**src/rtl/pipe_pkg.sv**
```systemverilog
// pipe_pkg: shared definitions for the pipeline stage registers.
//   occ_e          - occupancy / state encoding (EMPTY, BUSY, FULL)
//   MEMWB_W        - width of the MEM/WB payload pack
//   MEMWB_*_LSB/W  - field positions inside the MEM/WB pack
//   memwb_pack()   - builds a MEM/WB payload from its fields
package pipe_pkg;

  typedef enum logic [1:0] {
    OCC_EMPTY = 2'd0,
    OCC_BUSY  = 2'd1,
    OCC_FULL  = 2'd2
  } occ_e;

  localparam int MEMWB_W = 103;

  // MEM/WB pack layout, MSB first: {WB[1:0], RD[31:0], pc[31:0], ALUout[31:0], WN[4:0]}
  localparam int MEMWB_WN_LSB  = 0;
  localparam int MEMWB_WN_W    = 5;
  localparam int MEMWB_ALU_LSB = MEMWB_WN_LSB + MEMWB_WN_W;
  localparam int MEMWB_ALU_W   = 32;
  localparam int MEMWB_PC_LSB  = MEMWB_ALU_LSB + MEMWB_ALU_W;
  localparam int MEMWB_PC_W    = 32;
  localparam int MEMWB_RD_LSB  = MEMWB_PC_LSB + MEMWB_PC_W;
  localparam int MEMWB_RD_W    = 32;
  localparam int MEMWB_WB_LSB  = MEMWB_RD_LSB + MEMWB_RD_W;
  localparam int MEMWB_WB_W    = 2;

  function automatic logic [MEMWB_W-1:0] memwb_pack(
    input logic [1:0]  wb,
    input logic [31:0] rd,
    input logic [31:0] pc,
    input logic [31:0] alu_out,
    input logic [4:0]  wn
  );
    return {wb, rd, pc, alu_out, wn};
  endfunction

endpackage

```
**src/rtl/pipe_skid_stage_if.sv**
```systemverilog
// pipe_skid_stage_if: handshake bundle around one pipeline stage.
//   in_valid/in_ready/in_data    - upstream valid/ready channel
//   out_valid/out_ready/out_data - downstream valid/ready channel
//   flush                        - squash everything held in the stage
//   occupancy                    - number of payloads held (0..2)
// Modports: slave is the stage's view, master is the surrounding pipeline's view.
interface pipe_skid_stage_if
  import pipe_pkg::*;
#(
  parameter int WIDTH = MEMWB_W
);

  logic             in_valid;
  logic             in_ready;
  logic [WIDTH-1:0] in_data;
  logic             out_valid;
  logic             out_ready;
  logic [WIDTH-1:0] out_data;
  logic             flush;
  logic [1:0]       occupancy;

  modport slave (
    input  in_valid, in_data, out_ready, flush,
    output in_ready, out_valid, out_data, occupancy
  );

  modport master (
    output in_valid, in_data, out_ready, flush,
    input  in_ready, out_valid, out_data, occupancy
  );

endinterface

```
**src/rtl/pipe_payload_reg.sv**
```systemverilog
// pipe_payload_reg: WIDTH-wide payload register.
//   clk   - clock
//   rst   - synchronous active-low reset, zeroes q
//   clear - synchronous zero (lower priority than rst, higher than load)
//   load  - capture d
//   d, q  - data in / data out
module pipe_payload_reg #(
  parameter int WIDTH = 103
) (
  input  logic             clk,
  input  logic             rst,
  input  logic             clear,
  input  logic             load,
  input  logic [WIDTH-1:0] d,
  output logic [WIDTH-1:0] q
);

  always_ff @(posedge clk) begin
    if (!rst) begin
      q <= '0;
    end else if (clear) begin
      q <= '0;
    end else if (load) begin
      q <= d;
    end
  end

endmodule

```
**src/rtl/pipe_skid_stage.sv**
```systemverilog
// pipe_skid_stage: pipeline stage register with valid/ready handshake,
// a 2-entry skid buffer (main + skid), flush and registered in_ready.
//   clk  - clock
//   rst  - synchronous active-low reset
//   bus  - pipe_skid_stage_if.slave: in_valid/in_ready/in_data,
//          out_valid/out_ready/out_data, flush, occupancy
// Parameters: WIDTH (payload bits), CLEAR_ON_FLUSH (zero data on flush).
module pipe_skid_stage
  import pipe_pkg::*;
#(
  parameter int WIDTH          = MEMWB_W,
  parameter bit CLEAR_ON_FLUSH = 1'b1
) (
  input logic              clk,
  input logic              rst,
  pipe_skid_stage_if.slave bus
);

  occ_e             state_q, state_d;
  logic             in_ready_q;
  logic             in_fire, out_fire;
  logic             main_load, main_from_skid, skid_load, data_clear;
  logic [WIDTH-1:0] main_d, main_q, skid_q;

  // Main register is valid in BUSY and FULL; the skid entry only in FULL.
  assign bus.out_valid = (state_q != OCC_EMPTY);
  assign bus.out_data  = main_q;
  assign bus.in_ready  = in_ready_q;
  assign bus.occupancy = state_q;

  assign in_fire  = bus.in_valid & in_ready_q;
  assign out_fire = bus.out_valid & bus.out_ready;

  // Next state and register steering. Flush overrides every transition;
  // an in_fire on the flush cycle is simply never loaded.
  always_comb begin
    state_d        = state_q;
    main_load      = 1'b0;
    main_from_skid = 1'b0;
    skid_load      = 1'b0;
    data_clear     = 1'b0;
    if (bus.flush) begin
      state_d    = OCC_EMPTY;
      data_clear = CLEAR_ON_FLUSH;
    end else begin
      case (state_q)
        OCC_EMPTY: begin
          if (in_fire) begin
            state_d   = OCC_BUSY;
            main_load = 1'b1;
          end
        end
        OCC_BUSY: begin
          if (in_fire && out_fire) begin
            main_load = 1'b1;
          end else if (in_fire) begin
            // Downstream stalled this cycle: park the new payload in skid.
            state_d   = OCC_FULL;
            skid_load = 1'b1;
          end else if (out_fire) begin
            state_d = OCC_EMPTY;
          end
        end
        OCC_FULL: begin
          if (out_fire) begin
            state_d        = OCC_BUSY;
            main_load      = 1'b1;
            main_from_skid = 1'b1;
          end
        end
        default: state_d = OCC_EMPTY;
      endcase
    end
  end

  assign main_d = main_from_skid ? skid_q : bus.in_data;

  // in_ready is computed from the next state so it never depends on
  // out_ready combinationally; the skid entry covers the one-cycle lag.
  always_ff @(posedge clk) begin
    if (!rst) begin
      state_q    <= OCC_EMPTY;
      in_ready_q <= 1'b1;
    end else begin
      state_q    <= state_d;
      in_ready_q <= (state_d != OCC_FULL);
    end
  end

  pipe_payload_reg #(.WIDTH(WIDTH)) u_main (
    .clk   (clk),
    .rst   (rst),
    .clear (data_clear),
    .load  (main_load),
    .d     (main_d),
    .q     (main_q)
  );

  pipe_payload_reg #(.WIDTH(WIDTH)) u_skid (
    .clk   (clk),
    .rst   (rst),
    .clear (data_clear),
    .load  (skid_load),
    .d     (bus.in_data),
    .q     (skid_q)
  );

endmodule

```
**src/flat_wrapper.sv**
```systemverilog
// flat-port wrapper written by rule: the top's interface ports become plain ports
module pipe_skid_stage_flat import pipe_pkg::*;
#(
  parameter int WIDTH          = MEMWB_W,
  parameter bit CLEAR_ON_FLUSH = 1'b1
)
  (clk, rst, bus_in_valid, bus_in_data, bus_out_ready, bus_flush, bus_in_ready, bus_out_valid, bus_out_data, bus_occupancy);
  pipe_skid_stage_if #(.WIDTH(WIDTH)) bus_i ();
  input logic clk;
  input logic rst;
  input wire logic [$bits(bus_i.in_valid)-1:0] bus_in_valid;
  input wire logic [$bits(bus_i.in_data)-1:0] bus_in_data;
  input wire logic [$bits(bus_i.out_ready)-1:0] bus_out_ready;
  input wire logic [$bits(bus_i.flush)-1:0] bus_flush;
  output wire logic [$bits(bus_i.in_ready)-1:0] bus_in_ready;
  output wire logic [$bits(bus_i.out_valid)-1:0] bus_out_valid;
  output wire logic [$bits(bus_i.out_data)-1:0] bus_out_data;
  output wire logic [$bits(bus_i.occupancy)-1:0] bus_occupancy;
  assign bus_i.in_valid = bus_in_valid;
  assign bus_i.in_data = bus_in_data;
  assign bus_i.out_ready = bus_out_ready;
  assign bus_i.flush = bus_flush;
  assign bus_in_ready = bus_i.in_ready;
  assign bus_out_valid = bus_i.out_valid;
  assign bus_out_data = bus_i.out_data;
  assign bus_occupancy = bus_i.occupancy;
  pipe_skid_stage #(.WIDTH(WIDTH), .CLEAR_ON_FLUSH(CLEAR_ON_FLUSH)) u_core (.clk(clk), .rst(rst), .bus(bus_i));
endmodule
```
**config.mk**
```make
export PLATFORM = sky130hd
export DESIGN_NAME = pipe_skid_stage_flat
export DESIGN_NICKNAME = d
export VERILOG_FILES = /design/src/rtl/pipe_pkg.sv /design/src/rtl/pipe_skid_stage_if.sv /design/src/rtl/pipe_payload_reg.sv /design/src/rtl/pipe_skid_stage.sv /design/src/flat_wrapper.sv
export SDC_FILE = /design/constraint.sdc
export NUM_CORES = 1
export LEC_CHECK = 0
export BUFFER_PORTS_ARGS = -buffer_cell sky130_fd_sc_hd__buf_4
export CAP_MARGIN = 20
export CORE_ASPECT_RATIO = 2
export CORE_MARGIN = 10
export CORE_UTILIZATION = 50
export CTS_BUF_LIST = sky130_fd_sc_hd__clkbuf_8
export DETAILED_ROUTE_END_ITERATION = 10
export GPL_TIMING_DRIVEN = 0
export PLACE_DENSITY_LB_ADDON = 0.25
export SKIP_LAST_GASP = 1
export SLEW_MARGIN = 20
export SYNTH_ARGS = -nofsm -noshare
export SYNTH_HDL_FRONTEND = slang
export SYNTH_HIERARCHICAL = 1
export SYNTH_SLANG_ARGS = --single-unit
```
**constraint.sdc**
```tcl
create_clock -name clk -period 1.7 [get_ports clk]
set_input_delay 0.17 -clock clk [delete_from_list [all_inputs] [get_ports clk]]
set_output_delay 0.17 -clock clk [all_outputs]
set_load 0.005 [all_outputs]
```
== Yosys cells after proc, flatten, opt, wreduce, memory -nomap -nowiden ==
Index checks and enable logic that the tools add are counted.

* Equality and inequality tests: 3
* Muxes and demuxes: 19
* Bitwise operators: 3
* Reductions and logical operators: 4

{| class="wikitable"
|+ Operator list
! operator !! count
|-
| 103-bit two-way mux || 1
|-
| 2-bit two-way mux || 6
|-
| 1-bit two-way mux || 10
|-
| 2-bit one-hot mux with 3 select lines || 1
|-
| 1-bit one-hot mux with 3 select lines || 1
|-
| 1-bit AND || 2
|-
| 2-bit by 1-bit equality test with 1-bit output (second input constant) || 1
|-
| 2-bit equality test (second input constant) || 1
|-
| 2-bit logical NOT || 1
|-
| 2-bit != test (second input constant) || 1
|-
| 2-bit nonzero test || 1
|-
| 2-bit OR reduction || 1
|-
| 1-bit logical AND || 1
|-
| 1-bit NOT || 1
|}

* Bits in registers: 209
* Bits of input ports: 108
* Output and inout bits: 107
* Logic and storage cells: 33

== Logic depth before layout (Yosys ltp) ==
* Word-level depth: 8
* Mapped depth: 8
* Depth with buffers taken out: 5

== Modules after synthesis ==
Netlist, hierarchy kept.

{| class="wikitable"
|+ By module, submodules not included
! module !! instances !! cells an instance !! area each (µm²) !! sequential area each (µm²)
|-
| pipe_payload_reg || 2 || 333 || 3732.3 || 2062.0
|-
| pipe_skid_stage || 1 || 133 || 1785.5 || 60.1
|}

== Worst setup path before layout ==
No wires, ideal clock.

* Path type: register to register
* Start: register u_core.state_q[1], in the netlist u_core/bus.occupancy[1]
* End: register u_core.u_main.q[49]
* Setup time: 0.128 ns
* Arrival: 1.452 ns
* Data required time: 1.572 ns
* Path slack: 0.120 ns
* Cell stages (with the launch flop): 8
* Buffers on the path: 2
* Period minus slack after synthesis: 1.580 ns
* Cell sequence: dfxtp_1 > nand3b_4 > nor2_4 > buf_12 > buf_12 > mux2_4 > mux2i_1 > nor2_1

* Cells in the longest elaborated chain, start to end: 6
* Elaborated cells between the ends (all ways): 13
* Those cells by class: eq/ne: 2; mux: 7; bitwise: 1; reduce/logical: 3

{| class="wikitable"
|+ Ends and longest elaborated chain
! item !! line !! source
|-
| start: declaration || pipe_skid_stage.sv:19 || <nowiki>occ_e state_q, state_d;</nowiki>
|-
| start signal: assignment || pipe_skid_stage.sv:85 || <nowiki>state_q <= state_d;</nowiki>
|-
| 2-bit nonzero test || pipe_skid_stage.sv:26 || <nowiki>assign bus.out_valid = (state_q != OCC_EMPTY);</nowiki>
|-
| 1-bit AND || pipe_skid_stage.sv:32 || <nowiki>assign out_fire = bus.out_valid & bus.out_ready;</nowiki>
|-
| 1-bit two-way mux || pipe_skid_stage.sv:65 || <nowiki>if (out_fire) begin</nowiki>
|-
| 1-bit two-way mux (*) || pipe_skid_stage.sv:46 || <nowiki>case (state_q)</nowiki>
|-
| 1-bit two-way mux (*) || pipe_skid_stage.sv:42 || <nowiki>if (bus.flush) begin</nowiki>
|-
| 103-bit two-way mux (*) || pipe_skid_stage.sv:76 || <nowiki>assign main_d = main_from_skid ? skid_q : bus.in_data;</nowiki>
|-
| named net u_core.main_d[49] || pipe_skid_stage.sv:23 || <nowiki>logic [WIDTH-1:0] main_d, main_q, skid_q;</nowiki>
|-
| end signal: assignment || pipe_payload_reg.sv:20 || <nowiki>q <= '0;</nowiki>
|-
| end signal: assignment || pipe_payload_reg.sv:22 || <nowiki>q <= '0;</nowiki>
|-
| end signal: assignment || pipe_payload_reg.sv:24 || <nowiki>q <= d;</nowiki>
|-
| end: declaration || pipe_payload_reg.sv:15 || <nowiki>output logic [WIDTH-1:0] q</nowiki>
|}

Mark *: on every way through the listed nets, which the timed path passes. The rest lies on a longest branch.
A chain may end at the register's enable or synchronous reset.

== Final worst setup path ==
* Start: register u_core.state_q[0], in the netlist u_core/bus.occupancy[0]
* End: register u_core.u_main.q[49]

The elaborated chain is that of the path after synthesis.

==> impl_metrics.ini <==
[status]
outcome = finished with violations
violations_in_the_final_reports = setup timing

[synth]
seq_area_frac_synth = 0.4523
synth_compound_gate_area_share = 0.001488
synthAdderAreaFrac = 0
synth.area.mux_share = 0.3778
synth_xor_area_frac = 0.0009468
synthesis.yosys.warnings = 6
synth_area_per_cell_um2 = 11.58
syn_nets = 907
mappedNetlistArea_um2 = 9250
synthesis.instances = 799
synth_top_family_by_area = multiplexers
synthSimpleGateAreaFrac = 0.09604
synth.distinct_cells = 22
postSynthRegisterBits = 209

[setup_path]
worst_setup_path_end_kind = flop
critical_path.top_delay_family = multiplexers
cpMaxStageDelayCell = dfxtp_4
crit_path_buffers_inverters = 3
critPathMaxFanout = 7
timing.critical_path.cells = nand3b_4, nor2_4, buf_4, buf_16, buf_12, mux2_4, mux2i_1, nor2_1
worst_ep_arrival_time_ps = 2200
critPathRequiredTime_ps = 2130
critical_path.startpoint_type = flop
cp_slowest_stage_delay_ps = 360
path_class = reg -> reg

[clocking]
clock_tree.buffer_depth = 3
numCtsBuffers = 30
htreeDepth = 1
clock_tree.root_cell = clkbuf_8
cts.sink_count = 209
clkTransAtPathRegs_ps = 70
clock_tree_from_tritoncts = built
clock_latency_ps = 560

[pwr]
post-layout-total-power_uw = 10820
power.share.clock = 0.414
power.switching_fraction = 0.2314
power_report.internal_total_uw = 8313
p_sw_uw = 2503
seqPwrFrac = 0.462
cellPowerDensity_nw_per_um2 = 789.8
irDropWorstVdd_uv = 684.9
static_leak_uw = 0.005616
power.combinational.fraction = 0.124

[cells_and_area]
layoutNonFillerInstCount = 1430
drive_gt1_frac = 0.3833
design.final.nets = 1297
stdcell_area_um2 = 13690
final_core_util = 0.7517
syn_to_final_growth_pct = 48.05

[placed_design]
placed_instances = 1229
place_area_um2 = 11130
dp_hpwl_um = 16930
globalplace.congestion = 0.7571
place.port_buffers = 214

[routing]
wire_per_inst_um = 19.44
avgViaCountPerCell = 5.084
drt-total-wl_um = 27790
antenna_left = 0
via_count = 7270
remaining_drc_errors = 0
drt-pass1-iter-count = 5
first_iter_violations = 268

[die]
die_area_um2 = 24670
num_io_pins = 215
chipWidth_um = 116.2
initial_utilization = 0.5078
die_height_um = 212.4
floorplan.core_area_um2 = 18220
rows = 70

[global_routing]
grt.total_usage = 0.1976
first_global_vias = 7579
grt_antenna_before_repair = 1
grt_max_degree = 15
globalRoute.totalOverflow = 0
grt_pass1_wl_um = 39280

[sta]
rsz0062_at_grt = true
timing_worst_slew_pin_value_ps = 543.3
final.min_clock_period_ps = 1774
timing.final.hold_violations = 0
finalSetupViolCount = 44
worst_clock_skew_ps = 12.11
timing.setup.tns_ps = -972.5
timing.final.max_slew_violations = 0
post-route-worst-setup-slack_ps = -73.57
achievable-frequency_mhz = 563.8
maxSlewHeadroom = 0.6378
period_share = 1.043

[worst_hold_path]
hold_path_class = in -> reg

[job]
maxCapViolations = 0
## worst paths after layout
| path | from | to | cells after the start | slack, ps |
|---|---|---|---|---|
| hold reg to reg | u_core/u_skid/q[11]$_SDFFE_PP0P_ | u_core/u_skid/q[11]$_SDFFE_PP0P_ | 2 | 490 |
| setup / recovery | u_core/bus.occupancy[0]$_SDFF_PN0_ | u_core/u_main/q[49]$_SDFFE_PP0P_ | 8 | -70 |
| setup reg to reg | u_core/bus.occupancy[0]$_SDFF_PN0_ | u_core/u_main/q[49]$_SDFFE_PP0P_ | 8 | -70 |
| hold / removal | bus_flush | u_core/bus.in_ready$_SDFF_PN1_ | 3 | 110 |
## synth_stat cells
| cell type | count | share of area |
|---|---|---|
| mux2_4 | 70 | 0.11 |
| buf_4 | 11 | 0.0089 |
| nand2_1 | 2 | 0.00081 |
| nor4_1 | 1 | 0.00068 |
| nor2_4 | 1 | 0.0012 |
| buf_12 | 24 | 0.052 |
| and3b_1 | 1 | 0.00095 |
| nor3_1 | 1 | 0.00054 |
| or3_1 | 1 | 0.00068 |
| nand3b_4 | 1 | 0.0022 |
| a21oi_1 | 1 | 0.00054 |
| o2bb2ai_1 | 1 | 0.00095 |
| nor2_1 | 207 | 0.084 |
| dfxtp_1 | 209 | 0.45 |
| xor2_1 | 1 | 0.00095 |
| or2_2 | 1 | 0.00068 |
| nand2b_1 | 2 | 0.0014 |
| mux2_2 | 33 | 0.040 |
| buf_2 | 12 | 0.0065 |
| nand2b_4 | 2 | 0.0030 |
| clkbuf_1 | 10 | 0.0041 |
| mux2i_1 | 207 | 0.22 |
## metrics by stage
step           setup slack (ps)  hold WS, ps
5_1_grt                  -154.5        105.2
2_1_floorplan             120.5        249.3
3_5_place_dp             -76.72        390.0
4_1_cts                  -36.70        23.24
6_report                 -73.57        112.0
3_3_place_gp             -58.76        386.2
## layout make-up
type	count	area (um2)
Fill cell	1196	4523
Multi-Input combinational cell	533	4459
Sequential cell	209	4193
Timing Repair Buffer	358	3372
Buffer	57	701.9
Clock buffer	43	591.8
Tap cell	216	270.3
Clock inverter	13	103.9
Antenna cell	1	2.502
## repair_timing
item | 4_1_cts | 5_1_grt
setup endpoints to repair | 164 | 180
pin swaps | 1 | 2
gates resized for setup | 4 | 27
endpoints found under the hold margin | 206 | 0
buffers inserted | 4 | 10
hold buffers | 107 | 0
cloned | 1 | 22
## registers in the layout, summed over array words and instances, names as in the netlist
| signal | flops |
|---|---|
| u_core/bus.in_ready | 1 |
| u_core/u_main/q | 103 |
| u_core/bus.occupancy | 2 |
| u_core/u_skid/q | 103 |
## power by group through the flow
| stage | clock, uW | combinational, uW | sequential [uW] |
|---|---|---|---|
| 2_1_floorplan | 0 | 560 | 5110 |
| 3_3_place_gp | 0 | 990 | 5110 |
| 3_5_place_dp | 0 | 1000 | 5110 |
| 4_1_cts | 4560 | 1210 | 5000 |
| 5_1_grt | 4760 | 1430 | 5000 |
| 6_report | 4480 | 1340 | 5000 |
## tightest hold or removal path, cell delays in order
cell and delay [ps]:
buf_4 150, nand2b_1 200, or3_1 130
## per-layer routing
metal  vias to the layer above  wire length, um  global-route usage  share of wire
li1                       3505                -                   -              -
met1                      3486             9551              0.1897           0.34
met2                       214            15680              0.3864           0.56
met3                        65             1541             0.04572          0.055
met4                         0             1019             0.07419          0.037
met5                         -                0                   0              0
## cells by family (layout without fill, tap and decap cells)
kind of cell	after synthesis	in the layout
and+or+nand+nor	220	220
xor gates and xnor gates	1	1
DFF	209	209
other	0	1
muxes	310	310
AOI/OAI and AO/OA	2	2
buffers and inverters	57	471
## cells in the final DEF, fill, tap and decap left out, types with 2 or more instances in the layout
cell type        n
buf_8            3
mux2_4          70
buf_2           12
buf_4          228
clkbuf_8        43
bufinv_16        2
nor2_1         207
nand2_1          2
mux2i_2          6
buf_12          24
mux2_2          33
mux2i_1        200
dlygate4sd3_1  107
nand2b_4         2
clkbuf_16       22
inv_1            9
clkbuf_1        10
nand2b_1         2
clkinv_2         2
dfxtp_4          2
buf_6            8
dfxtp_1        206
Power figures use the tool's default switching activity.
